**src/rtl/uart_pkg.sv**
```systemverilog
// Shared definitions for the parametrised UART controller.
//   - parity mode constants used by the PARITY parameter
//   - state encodings of the TX and RX engines
//   - 16x oversampling ratio of the baud tick
//   - parity helper shared by the TX and RX engines
package uart_pkg;

    localparam int unsigned PAR_NONE   = 0;
    localparam int unsigned PAR_ODD    = 1;
    localparam int unsigned PAR_EVEN   = 2;

    localparam int unsigned OVERSAMPLE = 16;

    typedef enum logic [2:0] {
        TX_IDLE,
        TX_START,
        TX_DATA,
        TX_PARITY,
        TX_STOP
    } tx_state_e;

    typedef enum logic [2:0] {
        RX_IDLE,
        RX_START,
        RX_DATA,
        RX_PARITY,
        RX_STOP
    } rx_state_e;

    // Expected parity bit for a word that is zero-extended to 8 bits.
    // Zero padding does not disturb the XOR, so any DATA_BITS from 5 to 8 fits.
    function automatic logic calc_parity(input logic [7:0] data, input int unsigned mode);
        return (^data) ^ (mode == PAR_ODD);
    endfunction

endpackage

```
**src/rtl/uart_sync_fifo.sv**
```systemverilog
// Synchronous first-word-fall-through FIFO.
//   clk, rst   : clock, asynchronous active-low reset
//   push, din  : write request and data (ignored when full unless popping)
//   pop        : consume the head (ignored when empty)
//   dout       : head of the queue, forced to zero while empty
//   full/empty : registered-level derived status
//   level      : registered occupancy, 0..DEPTH
module uart_sync_fifo #(
    parameter int unsigned WIDTH = 8,
    parameter int unsigned DEPTH = 16
) (
    input  logic                     clk,
    input  logic                     rst,
    input  logic                     push,
    input  logic                     pop,
    input  logic [WIDTH-1:0]         din,
    output logic [WIDTH-1:0]         dout,
    output logic                     full,
    output logic                     empty,
    output logic [$clog2(DEPTH):0]   level
);

    localparam int unsigned AW = $clog2(DEPTH);
    localparam int unsigned LW = AW + 1;

    logic [WIDTH-1:0] mem_q [DEPTH];
    logic [AW-1:0]    wr_ptr_q;
    logic [AW-1:0]    rd_ptr_q;
    logic [LW-1:0]    level_q;
    logic             do_push;
    logic             do_pop;

    // A push into a full FIFO is accepted only when the head leaves on the same edge.
    assign do_pop  = pop && (level_q != '0);
    assign do_push = push && ((level_q != LW'(DEPTH)) || do_pop);

    always_ff @(posedge clk or negedge rst) begin
        if (!rst) begin
            wr_ptr_q <= '0;
            rd_ptr_q <= '0;
            level_q  <= '0;
        end else begin
            if (do_push) begin
                wr_ptr_q <= wr_ptr_q + AW'(1);
            end
            if (do_pop) begin
                rd_ptr_q <= rd_ptr_q + AW'(1);
            end
            unique case ({do_push, do_pop})
                2'b10:   level_q <= level_q + LW'(1);
                2'b01:   level_q <= level_q - LW'(1);
                default: level_q <= level_q;
            endcase
        end
    end

    always_ff @(posedge clk) begin
        if (do_push) begin
            mem_q[wr_ptr_q] <= din;
        end
    end

    assign full  = (level_q == LW'(DEPTH));
    assign empty = (level_q == '0);
    assign dout  = empty ? '0 : mem_q[rd_ptr_q];
    assign level = level_q;

endmodule

```
**src/rtl/uart_core_param.sv**
```systemverilog
// Parametrised UART controller: baud tick generator, TX and RX engines,
// one FIFO per direction, configurable frame format and echo mode.
//   clk, rst          : clock, asynchronous active-low reset
//   rx / tx           : serial pins (tx idles high)
//   tx_push, tx_data  : queue a word for transmission (ignored in echo mode)
//   tx_full, tx_level : TX FIFO status
//   tx_busy, tx_done  : frame in progress / pulse at end of last stop bit
//   rx_pop, rx_data   : consume / view the RX FIFO head
//   rx_empty, rx_level: RX FIFO status
//   rx_done           : pulse when a frame completes (good or bad)
//   echo_en           : copy every received word into the TX FIFO
//   err_clr           : clear the sticky error flags
//   rx_parity_err, rx_frame_err, rx_overrun : sticky error flags
module uart_core_param
    import uart_pkg::*;
#(
    parameter int unsigned CLK_HZ     = 100_000_000,
    parameter int unsigned BAUD       = 115_200,
    parameter int unsigned DATA_BITS  = 8,
    parameter int unsigned PARITY     = 0,
    parameter int unsigned STOP_BITS  = 1,
    parameter int unsigned FIFO_DEPTH = 16
) (
    input  logic                          clk,
    input  logic                          rst,
    input  logic                          rx,
    output logic                          tx,
    input  logic                          tx_push,
    input  logic [DATA_BITS-1:0]          tx_data,
    output logic                          tx_full,
    output logic [$clog2(FIFO_DEPTH):0]   tx_level,
    output logic                          tx_busy,
    output logic                          tx_done,
    input  logic                          rx_pop,
    output logic [DATA_BITS-1:0]          rx_data,
    output logic                          rx_empty,
    output logic [$clog2(FIFO_DEPTH):0]   rx_level,
    output logic                          rx_done,
    input  logic                          echo_en,
    input  logic                          err_clr,
    output logic                          rx_parity_err,
    output logic                          rx_frame_err,
    output logic                          rx_overrun
);

    localparam int unsigned DIV   = CLK_HZ / (BAUD * OVERSAMPLE);
    localparam int unsigned DIV_W = (DIV > 1) ? $clog2(DIV) : 1;

    // ---------------- tick generator ----------------
    logic [DIV_W-1:0] div_q;
    logic             tick;

    assign tick = (div_q == DIV_W'(DIV - 1));

    always_ff @(posedge clk or negedge rst) begin
        if (!rst) begin
            div_q <= '0;
        end else if (tick) begin
            div_q <= '0;
        end else begin
            div_q <= div_q + DIV_W'(1);
        end
    end

    // ---------------- FIFOs ----------------
    logic                 tx_fifo_push;
    logic                 tx_fifo_pop;
    logic [DATA_BITS-1:0] tx_fifo_din;
    logic [DATA_BITS-1:0] tx_fifo_dout;
    logic                 tx_fifo_empty;
    logic                 rx_fifo_push;
    logic                 rx_fifo_full;

    uart_sync_fifo #(.WIDTH(DATA_BITS), .DEPTH(FIFO_DEPTH)) u_tx_fifo (
        .clk   (clk),
        .rst   (rst),
        .push  (tx_fifo_push),
        .pop   (tx_fifo_pop),
        .din   (tx_fifo_din),
        .dout  (tx_fifo_dout),
        .full  (tx_full),
        .empty (tx_fifo_empty),
        .level (tx_level)
    );

    // ---------------- RX engine ----------------
    logic                 rx_meta_q, rx_sync_q;
    rx_state_e            rx_state_q, rx_state_d;
    logic [3:0]           rx_tcnt_q, rx_tcnt_d;
    logic [2:0]           rx_bcnt_q, rx_bcnt_d;
    logic [DATA_BITS-1:0] rx_shift_q, rx_shift_d;
    logic                 rx_par_q, rx_par_d;
    logic                 rx_complete, rx_word_ok, rx_par_bad;
    logic                 set_par, set_frame, set_ovr, echo_push;
    logic                 rx_done_q, rx_parity_err_q, rx_frame_err_q, rx_overrun_q;

    uart_sync_fifo #(.WIDTH(DATA_BITS), .DEPTH(FIFO_DEPTH)) u_rx_fifo (
        .clk   (clk),
        .rst   (rst),
        .push  (rx_fifo_push),
        .pop   (rx_pop),
        .din   (rx_shift_q),
        .dout  (rx_data),
        .full  (rx_fifo_full),
        .empty (rx_empty),
        .level (rx_level)
    );

    always_ff @(posedge clk or negedge rst) begin
        if (!rst) begin
            rx_meta_q       <= 1'b1;
            rx_sync_q       <= 1'b1;
            rx_state_q      <= RX_IDLE;
            rx_tcnt_q       <= '0;
            rx_bcnt_q       <= '0;
            rx_shift_q      <= '0;
            rx_par_q        <= 1'b0;
            rx_done_q       <= 1'b0;
            rx_parity_err_q <= 1'b0;
            rx_frame_err_q  <= 1'b0;
            rx_overrun_q    <= 1'b0;
        end else begin
            rx_meta_q       <= rx;
            rx_sync_q       <= rx_meta_q;
            rx_state_q      <= rx_state_d;
            rx_tcnt_q       <= rx_tcnt_d;
            rx_bcnt_q       <= rx_bcnt_d;
            rx_shift_q      <= rx_shift_d;
            rx_par_q        <= rx_par_d;
            rx_done_q       <= rx_complete;
            // Set has priority over a simultaneous clear.
            rx_parity_err_q <= set_par   | (rx_parity_err_q & ~err_clr);
            rx_frame_err_q  <= set_frame | (rx_frame_err_q  & ~err_clr);
            rx_overrun_q    <= set_ovr   | (rx_overrun_q    & ~err_clr);
        end
    end

    always_comb begin
        rx_state_d = rx_state_q;
        rx_tcnt_d  = rx_tcnt_q;
        rx_bcnt_d  = rx_bcnt_q;
        rx_shift_d = rx_shift_q;
        rx_par_d   = rx_par_q;
        unique case (rx_state_q)
            RX_IDLE: begin
                if (!rx_sync_q) begin
                    rx_state_d = RX_START;
                    rx_tcnt_d  = '0;
                end
            end
            RX_START: begin
                if (tick) begin
                    if (rx_tcnt_q == 4'd7) begin
                        // Mid start bit: a high here was only a glitch.
                        rx_state_d = rx_sync_q ? RX_IDLE : RX_DATA;
                        rx_tcnt_d  = '0;
                        rx_bcnt_d  = '0;
                    end else begin
                        rx_tcnt_d = rx_tcnt_q + 4'd1;
                    end
                end
            end
            RX_DATA: begin
                if (tick) begin
                    rx_tcnt_d = rx_tcnt_q + 4'd1;
                    if (rx_tcnt_q == 4'd15) begin
                        rx_shift_d = {rx_sync_q, rx_shift_q[DATA_BITS-1:1]};
                        if (rx_bcnt_q == 3'(DATA_BITS - 1)) begin
                            rx_state_d = (PARITY != PAR_NONE) ? RX_PARITY : RX_STOP;
                        end else begin
                            rx_bcnt_d = rx_bcnt_q + 3'd1;
                        end
                    end
                end
            end
            RX_PARITY: begin
                if (tick) begin
                    rx_tcnt_d = rx_tcnt_q + 4'd1;
                    if (rx_tcnt_q == 4'd15) begin
                        rx_par_d   = rx_sync_q;
                        rx_state_d = RX_STOP;
                    end
                end
            end
            RX_STOP: begin
                if (tick) begin
                    rx_tcnt_d = rx_tcnt_q + 4'd1;
                    if (rx_tcnt_q == 4'd15) begin
                        rx_state_d = RX_IDLE;
                    end
                end
            end
            default: rx_state_d = RX_IDLE;
        endcase
    end

    always_comb begin
        rx_complete  = (rx_state_q == RX_STOP) && tick && (rx_tcnt_q == 4'd15);
        rx_word_ok   = rx_complete && rx_sync_q;
        rx_par_bad   = (PARITY != PAR_NONE) &&
                       (rx_par_q != calc_parity(8'(rx_shift_q), PARITY));
        // A full FIFO still takes the word if its head is popped on this edge.
        rx_fifo_push = rx_word_ok && (!rx_fifo_full || rx_pop);
        echo_push    = echo_en && rx_fifo_push;
        set_frame    = rx_complete && !rx_sync_q;
        set_par      = rx_word_ok && rx_par_bad;
        set_ovr      = rx_word_ok && rx_fifo_full && !rx_pop;
    end

    assign rx_done       = rx_done_q;
    assign rx_parity_err = rx_parity_err_q;
    assign rx_frame_err  = rx_frame_err_q;
    assign rx_overrun    = rx_overrun_q;

    // ---------------- TX engine ----------------
    tx_state_e            tx_state_q, tx_state_d;
    logic [3:0]           tx_tcnt_q, tx_tcnt_d;
    logic [2:0]           tx_bcnt_q, tx_bcnt_d;
    logic [DATA_BITS-1:0] tx_shift_q, tx_shift_d;
    logic                 tx_par_q, tx_par_d;
    logic                 tx_req_q;
    logic                 tx_q, tx_d, tx_busy_q, tx_busy_d, tx_done_q;
    logic                 tx_bit_end, tx_last;

    assign tx_fifo_push = echo_en ? echo_push : tx_push;
    assign tx_fifo_din  = echo_en ? rx_shift_q : tx_data;

    assign tx_bit_end = tick && (tx_tcnt_q == 4'd15);
    assign tx_last    = (tx_state_q == TX_STOP) && tx_bit_end &&
                        (tx_bcnt_q == 3'(STOP_BITS - 1));

    always_ff @(posedge clk or negedge rst) begin
        if (!rst) begin
            tx_state_q <= TX_IDLE;
            tx_tcnt_q  <= '0;
            tx_bcnt_q  <= '0;
            tx_shift_q <= '0;
            tx_par_q   <= 1'b0;
            tx_req_q   <= 1'b0;
            tx_q       <= 1'b1;
            tx_busy_q  <= 1'b0;
            tx_done_q  <= 1'b0;
        end else begin
            tx_state_q <= tx_state_d;
            tx_tcnt_q  <= tx_tcnt_d;
            tx_bcnt_q  <= tx_bcnt_d;
            tx_shift_q <= tx_shift_d;
            tx_par_q   <= tx_par_d;
            tx_req_q   <= !tx_fifo_empty;
            tx_q       <= tx_d;
            tx_busy_q  <= tx_busy_d;
            tx_done_q  <= tx_last;
        end
    end

    // Idle start waits on the registered request so the FIFO status never sits on
    // the load path; a frame ending with data queued reloads straight into START.
    always_comb begin
        tx_state_d  = tx_state_q;
        tx_tcnt_d   = tx_tcnt_q;
        tx_bcnt_d   = tx_bcnt_q;
        tx_shift_d  = tx_shift_q;
        tx_par_d    = tx_par_q;
        tx_fifo_pop = 1'b0;
        if (tx_state_q != TX_IDLE && tick) begin
            tx_tcnt_d = tx_tcnt_q + 4'd1;
        end
        unique case (tx_state_q)
            TX_IDLE: begin
                if (tx_req_q && !tx_fifo_empty) begin
                    tx_fifo_pop = 1'b1;
                end
            end
            TX_START: begin
                if (tx_bit_end) begin
                    tx_state_d = TX_DATA;
                    tx_bcnt_d  = '0;
                end
            end
            TX_DATA: begin
                if (tx_bit_end) begin
                    tx_shift_d = tx_shift_q >> 1;
                    if (tx_bcnt_q == 3'(DATA_BITS - 1)) begin
                        tx_state_d = (PARITY != PAR_NONE) ? TX_PARITY : TX_STOP;
                        tx_bcnt_d  = '0;
                    end else begin
                        tx_bcnt_d = tx_bcnt_q + 3'd1;
                    end
                end
            end
            TX_PARITY: begin
                if (tx_bit_end) begin
                    tx_state_d = TX_STOP;
                    tx_bcnt_d  = '0;
                end
            end
            TX_STOP: begin
                if (tx_last) begin
                    tx_state_d  = TX_IDLE;
                    tx_fifo_pop = !tx_fifo_empty;
                end else if (tx_bit_end) begin
                    tx_bcnt_d = tx_bcnt_q + 3'd1;
                end
            end
            default: tx_state_d = TX_IDLE;
        endcase
        if (tx_fifo_pop) begin
            tx_state_d = TX_START;
            tx_tcnt_d  = '0;
            tx_shift_d = tx_fifo_dout;
            tx_par_d   = calc_parity(8'(tx_fifo_dout), PARITY);
        end
    end

    // Line value is computed from the next state so the pin itself is a flop.
    always_comb begin
        unique case (tx_state_d)
            TX_START:  tx_d = 1'b0;
            TX_DATA:   tx_d = tx_shift_d[0];
            TX_PARITY: tx_d = tx_par_d;
            default:   tx_d = 1'b1;
        endcase
        tx_busy_d = (tx_state_d != TX_IDLE);
    end

    assign tx      = tx_q;
    assign tx_busy = tx_busy_q;
    assign tx_done = tx_done_q;

endmodule

```
**config.mk**
```make
export PLATFORM = sky130hd
export DESIGN_NAME = uart_core_param
export DESIGN_NICKNAME = d
export VERILOG_FILES = /design/src/rtl/uart_pkg.sv /design/src/rtl/uart_sync_fifo.sv /design/src/rtl/uart_core_param.sv
export SDC_FILE = /design/constraint.sdc
export NUM_CORES = 1
export LEC_CHECK = 0
export BUFFER_PORTS_ARGS = -buffer_cell sky130_fd_sc_hd__buf_2
export CORE_MARGIN = 2
export CORE_UTILIZATION = 40
export CTS_CLUSTER_SIZE = 12
export DETAILED_ROUTE_END_ITERATION = 10
export GPL_TIMING_DRIVEN = 0
export PLACE_DENSITY = 0.61
export SLEW_MARGIN = 30
export SYNTH_ARGS = -nofsm -noshare
export SYNTH_HDL_FRONTEND = slang
export SYNTH_HIERARCHICAL = 1
export SYNTH_SLANG_ARGS = --single-unit
export TNS_END_PERCENT = 50
```
**constraint.sdc**
```tcl
create_clock -name clk -period 4.4 [get_ports clk]
set_input_delay 0.88 -clock clk [delete_from_list [all_inputs] [get_ports clk]]
set_output_delay 0.88 -clock clk [all_outputs]
set_load 0.05 [all_outputs]
```
### Word-level counts from Yosys, hierarchy flattened

Memory sizes are Yosys's and may differ from the RTL's.
Index checks and enable logic that the tools add are counted.

| cells by class | value |
|---|---|
| reductions and logical operators | 50 |
| muxes and demuxes | 57 |
| add/sub/neg operators | 13 |
| bitwise operators | 6 |
| equal/unequal tests | 41 |

Operator list:

| kind | number |
|---|---|
| 3-bit 2-to-1 mux | 26 |
| 8-bit 2-to-1 mux | 6 |
| 3-bit one-hot mux with 5 select lines | 2 |
| 2-bit != test, second input constant | 14 |
| 4-bit by 1-bit adder with 4-bit output, second input constant | 6 |
| 4-bit 2-to-1 mux | 6 |
| 5-bit one-hot mux with 2 select lines | 2 |
| 3-bit by 2-bit == test with 1-bit output, second input constant | 6 |
| 1-bit logical AND | 17 |
| 3-bit == test, second input constant | 4 |
| 4-bit one-hot mux with 3 select lines | 1 |
| 2-bit nonzero test | 6 |
| 3-bit nonzero test | 4 |
| 5-bit by 1-bit adder with 5-bit output, second input constant | 2 |
| 5-bit == test, second input constant | 2 |
| 5-bit logical NOT | 2 |
| 5-bit != test, second input constant | 2 |
| 10-bit AND reduction | 1 |
| 5-bit nonzero test | 2 |
| 5-bit by 1-bit subtractor with 5-bit output, second input constant | 2 |
| 3-bit by 1-bit == test with 1-bit output, second input constant | 3 |
| 3-bit logical NOT | 3 |
| 3-bit one-hot mux with 3 select lines | 1 |
| 4-bit == test, second input constant | 2 |
| other kinds (26) | 45 |

| storage, ports and cells | value |
|---|---|
| bits in writable memories | 256 |
| register bits after elaboration | 79 |
| word-level logic and storage cells | 196 |
| bits of input ports | 15 |
| memories kept | 2 |

Memories:

| memory | depth | width | read ports | clocked after Yosys merged registers in | wr ports | line | text |
|---|---|---|---|---|---|---|---|
| u_rx_fifo.mem_q | 16 | 8 | 1 | 0 | 1 | uart_sync_fifo.sv:26 | `logic [WIDTH-1:0] mem_q [DEPTH];` |
| u_tx_fifo.mem_q | 16 | 8 | 1 | 0 | 1 | uart_sync_fifo.sv:26 |  |

### Longest topological paths before layout

| logic depth | value |
|---|---|
| word-level depth | 11 |
| gate-level depth with buffers | 17 |

### Hierarchy

The synthesis kept the hierarchy.

By module, submodules not included:

| module | area an instance (um^2) | times used | cells each | sequential area each (um^2) |
|---|---|---|---|---|
| uart_sync_fifo at u_rx_fifo | 5911.9 | 1 | 314 | 4169.0 |
| uart_sync_fifo at u_tx_fifo | 5825.6 | 1 | 309 | 4169.0 |
| uart_core_param | 2780.2 | 1 | 255 | 1330.0 |

### Worst setup path after synthesis

No wires, ideal clock.

| path | value |
|---|---|
| path type | register to register |
| from | register u_tx_fifo.level_q[2] (netlist: u_tx_fifo/level[2]) |
| to | register u_tx_fifo.level_q[4] (netlist: u_tx_fifo/level[4]) |
| stages on the path, launching flop included | 18 |
| setup slack | -0.163 ns |
| data arrival time | 4.469 ns |
| path buffers | 3 |
| library setup time | 0.094 ns |
| cell sequence | dfrtp_1 -> clkbuf_1 -> or4_4 -> nor2_1 -> nor3_1 -> a21oi_1 -> inv_2 -> buf_4 -> o31a_4 -> clkinv_4 -> ha_1 -> clkbuf_1 -> xor2_1 -> ha_1 -> or2_2 -> a31oi_1 -> mux2_2 -> a211oi_1 |

| between the ends | value |
|---|---|
| longest elaborated chain between the ends | 10 |

RTL lines:

| what | line | text |
|---|---|---|
| start, declared | uart_sync_fifo.sv:29 | `logic [LW-1:0] level_q;` |
| start signal, assigned | uart_sync_fifo.sv:50 | `2'b10: level_q <= level_q + LW'(1);` |
| start signal, assigned | uart_sync_fifo.sv:51 | `2'b01: level_q <= level_q - LW'(1);` |
| start signal, assigned | uart_sync_fifo.sv:52 | `default: level_q <= level_q;` |
| 5-bit logical NOT (*) | uart_sync_fifo.sv:64 | `assign empty = (level_q == '0);` |
| net tx_fifo_empty | uart_core_param.sv:70 | `logic tx_fifo_empty;` |
| 1-bit logical NOT (*) | uart_core_param.sv:270, uart_core_param.sv:300 |  |
| 1-bit logical AND | uart_core_param.sv:270 | `if (tx_req_q && !tx_fifo_empty) begin` |
| 1-bit 2-to-1 mux | uart_core_param.sv:270 |  |
| 1-bit one-hot mux with 2 select lines (*) | uart_core_param.sv:268 | `unique case (tx_state_q)` |
| net tx_fifo_pop | uart_core_param.sv:67 | `logic tx_fifo_pop;` |
| 1-bit logical AND (*) | uart_sync_fifo.sv:34 | `assign do_pop = pop && (level_q != '0);` |
| 1-bit logical OR | uart_sync_fifo.sv:35 | `assign do_push = push && ((level_q != LW'(DEPTH)) \|\| do_pop);` |
| 1-bit logical AND | uart_sync_fifo.sv:35 |  |
| 2-bit by 1-bit == test with 1-bit output / 2-bit == test (equally long branches) | uart_sync_fifo.sv:49 | `unique case ({do_push, do_pop})` |
| 5-bit one-hot mux with 2 select lines / 2-bit nonzero test (equally long branches) | -- |  |

Mark *: on every way through the listed nets, which the timed path passes. The rest lies on a longest branch.
A chain may end at the register's enable or synchronous reset.

### Worst setup path in the final report

| path | value |
|---|---|
| from | register u_tx_fifo.level_q[1] (netlist: u_tx_fifo/level[1]) |
| to | register u_tx_fifo.level_q[4] (netlist: u_tx_fifo/level[4]) |

Same word-level chain as after synthesis.

==> summary.md <==
| Metric | Value |
|---|---|
| Netlist cell types | 70 |
| Total CTS buffers | 38 |
| Most common cell after layout, fill and taps aside | edfxtp_1 |
| Ports | 42 |
| Pre-CTS setup slack | -0.402 ns |
| Overall power | 8240 uW |
| Ant diodes | 0 |
| Synthesis Warnings | 6 |
| Die width | 195 um |
| Crit. End Element | register |
| Max Freq | 0.241 GHz |
| CP required | 4.83 ns |
| Fin crit share | 0.943 |
| CTS H-Tree Depth | 2 |
| Global routing usage on met3 | 0.0231 |
| Cell row count | 69 |
| Rel. slew slack | 0.418 |
| Final Hold Vio Count | 0 |
| Crit-path max cell delay | 0.59 ns |
| Worst Setup Path Type | register to register |
| Met2 usage | 0.268 |
| Gpl congestion | 0.764 |
| Clk Latency, worst-skew pair | 0.52 ns |
| Mapped Nets | 920 |
| # fillers | 3,100 |
| Synth Cell Area | 14,500 um^2 |
| P_leak | 0.00628 uW |
| Sequential share of the synthesized area | 0.666 |
| Vias per std cell | 5.38 |
| CORE AREA | 35,700 um^2 |
| Met1 Use GR | 0.216 |
| Initial Util | 0.407 |
| CTS Root Buffer Type | clkbuf_16 |
| Max-slew violations | 0 |
| Commonest non-fill, non-tap cells in the layout | edfxtp_1 (256), dfrtp_1 (75), buf_2 (55), mux4_2 (53), nand2_1 (42) |
| Drt drc | 0 |
| Worst path bufs/invs | 4 |
| Routed WL per cell | 20.2 um |
| Synth Instances | 878 |
| DR iter-0 viols | 595 |
| Area added between synthesis and finish | 14.2% |
| Post-synth top area share | 0.530 |
| Largest cells by area after synthesis | edfxtp_1 (53%), dfrtp_1 (13%), mux4_2 (8.2%) |
| Nets | 1,005 |
| CTS tree | done |
| First-pass GRT wire length | 46.4 mm |
| Final WS setup | 0.249 ns |
| DIE AREA | 37,800 um^2 |
| Post-DP HPWL | 19.4 mm |
| Number of global-route vias before repair | 7,948 |
| EDFF count, synth | 256 |
| Syn Area/Cell | 16.5 um^2 |
| Largest net degree at the start of global routing | 43 |
| Final WL | 29.4 mm |
| Final Setup Violations | 0 |
| Multi-input logic area | 4610 um^2 |
| Synth Flop Type | edfxtp_1 |
| Slowest cell on crit path | or4_4 |
| Period minus WS final | 4.15 ns |
| Max capacitance violation total | 0 |
| Clock Skews | 0.0153 ns |
| GRT overflow | 0 |
| Post-route setup TNS | 0 ns |
| Least-Margin Pin Slew | 0.870 ns |
| Register area | 9670 um^2 |
| Drt pass-1 iters | 7 |
| Clock Sinks | 335 |
| CP max FO | 11 |
| Clk pin slew, worst setup/hold paths | 0.06 ns |
| Yosys top cell by area | edfxtp_1 |
| Total number of vias | 7,823 |
| Worst Hold Class | input pin to async pin |
| GRT Overall Usage | 0.160 |
| CP arrival | 4.58 ns |
| Synthesis-stage register bit count | 335 |
| Die height | 195 um |
| Initial antenna violation count | 1 |
| Startpoint Class | register |
| Most Crowded Layer GR | met2 |
| Worst vdd ir | 0.458 mV |
| Async SR Flop Fraction | 0.236 |
| CP Cell Sequence | or4_4, nor2_4, nor3_1, a21oi_2, inv_2, buf_4, o31a_4, clkinv_4, ha_1, buf_4, xor2_1, ha_1, or2_2, a31oi_1, mux2_2, a211oi_2 |
| PwrDens | 497 nW/um^2 |
| PortBufs | 40 |
| Share of cells above drive strength 1 | 0.251 |
| Status | finished, final reports clean |
| Clock Path Buffers | 3 |
| Antenna viol nets, final | 0 |
| Worst path top cell family by delay | simple AND/OR/NAND/NOR gates |
[cell families after synthesis]
logic type | share of synthesized area
AOI/OAI and AO/OA | 0.0549
DFF | 0.666
adders and majority gates | 0.0233
and+or+nand+nor | 0.0713
buffers and inverters | 0.0233
muxes | 0.141
xor gates and xnor gates | 0.0199
[flip-flops by register name, summed over array words and instances, names as in the netlist, 4 cells and up]
name                count
u_rx_fifo/level         5
tx_tcnt_q               4
u_rx_fifo/mem_q       128
u_rx_fifo/wr_ptr_q      4
rx_shift_q              8
tx_shift_q              8
u_tx_fifo/mem_q       128
u_tx_fifo/wr_ptr_q      4
u_tx_fifo/rd_ptr_q      4
rx_tcnt_q               4
u_tx_fifo/level         5
div_q                   6
u_rx_fifo/rd_ptr_q      4
[timing repair]
item,CTS,global route
buffers inserted,1,1
pin swaps,1,2
setup endpoints to repair,2,2
gates resized for setup,6,7
hold buffers,0,0
[cells in the mapped netlist, types with 3 or more instances]
library cell and count:
o22ai_1 4, dfstp_2 3, and3_1 10, nor2b_1 13
nor4b_1 7, nor3_1 18, xor2_1 7, mux2_2 24
o21ai_0 22, buf_6 3, nand2_1 42, nand3b_1 4
inv_1 19, a31oi_1 3, mux4_2 53, and2_1 4
o21a_1 3, a21oi_1 17, nor2_1 34, buf_4 8
a21o_1 11, mux2i_1 18, edfxtp_1 256, a211oi_1 20
ha_1 27, nand4_1 8, buf_2 12, mux2_4 8
nand3_1 22, nand2b_1 7, xnor2_1 26, dfrtp_1 76
clkbuf_1 19, or2_2 4, a22o_1 7, mux4_1 11
[per-stage QoR]
step,util,area [um^2],hold slack [ns],cells
after global placement,0.429,15300,0.361,1379
after floorplan,-,14500,0.345,878
final,0.465,16600,0.267,1453
after global routing,0.465,16600,0.295,1453
after detailed placement,0.432,15400,0.361,1384
after CTS,0.465,16600,0.287,1454
[worst register-to-register path, delay by kind of cell, from the launching register on]
| family | cells | cell delay [ns] |
|---|---|---|
| buffers and inverters | 4 | 0.61 |
| multiplexers | 1 | 0.36 |
| AND/OR/NAND/NOR | 4 | 1.21 |
| XOR/XNOR | 1 | 0.09 |
| adder cells (fa/ha/maj) | 2 | 0.38 |
| AO/OA/AOI/OAI | 4 | 0.95 |
| flip-flops | 1 | 0.45 |
[cell type report]
| cell class | count | area share |
|---|---|---|
| sequential | 335 | 0.583 |
| multi-input combinational | 477 | 0.278 |
| clock buffer | 49 | 0.0598 |
| tap | 461 | 0.0348 |
| timing repair buffer | 47 | 0.0162 |
| buffer | 42 | 0.0148 |
| clock inverter | 20 | 0.00792 |
| inverter | 22 | 0.00536 |
[metal layers]
layer  vias up  part of all wire
met3        45             0.040
met2       168              0.49
met1      3981              0.45
li1       3629                 -
met5         -                 0
met4         0             0.022
[path summary, 6_finish.rpt]
path	startpoint	endpoint	slack, ns	cells past startpoint
setup / recovery	u_tx_fifo/level[1]$_DFFE_PN0P_	u_tx_fifo/level[4]$_DFFE_PN0P_	0.25	16
hold / removal	rst	u_tx_fifo/wr_ptr_q[3]$_DFFE_PN0P_	0.27	1
setup reg to reg	u_tx_fifo/level[1]$_DFFE_PN0P_	u_tx_fifo/level[4]$_DFFE_PN0P_	0.25	16
hold reg to reg	rx_meta_q$_DFF_PN1_	rx_sync_q$_DFF_PN1_	0.37	0
max in group asynchronous	rst	rx_sync_q$_DFF_PN1_	3.49	2
min in group clk	rx_meta_q$_DFF_PN1_	rx_sync_q$_DFF_PN1_	0.37	0
[power breakdown]
group	internal (uW)	total [uW]	switching, uW
Clock	1650	2850	1190
Sequential	3560	3660	102
Combinational	763	1730	966
Total	5980	8240	2260
(Power assumes the default switching activity.)
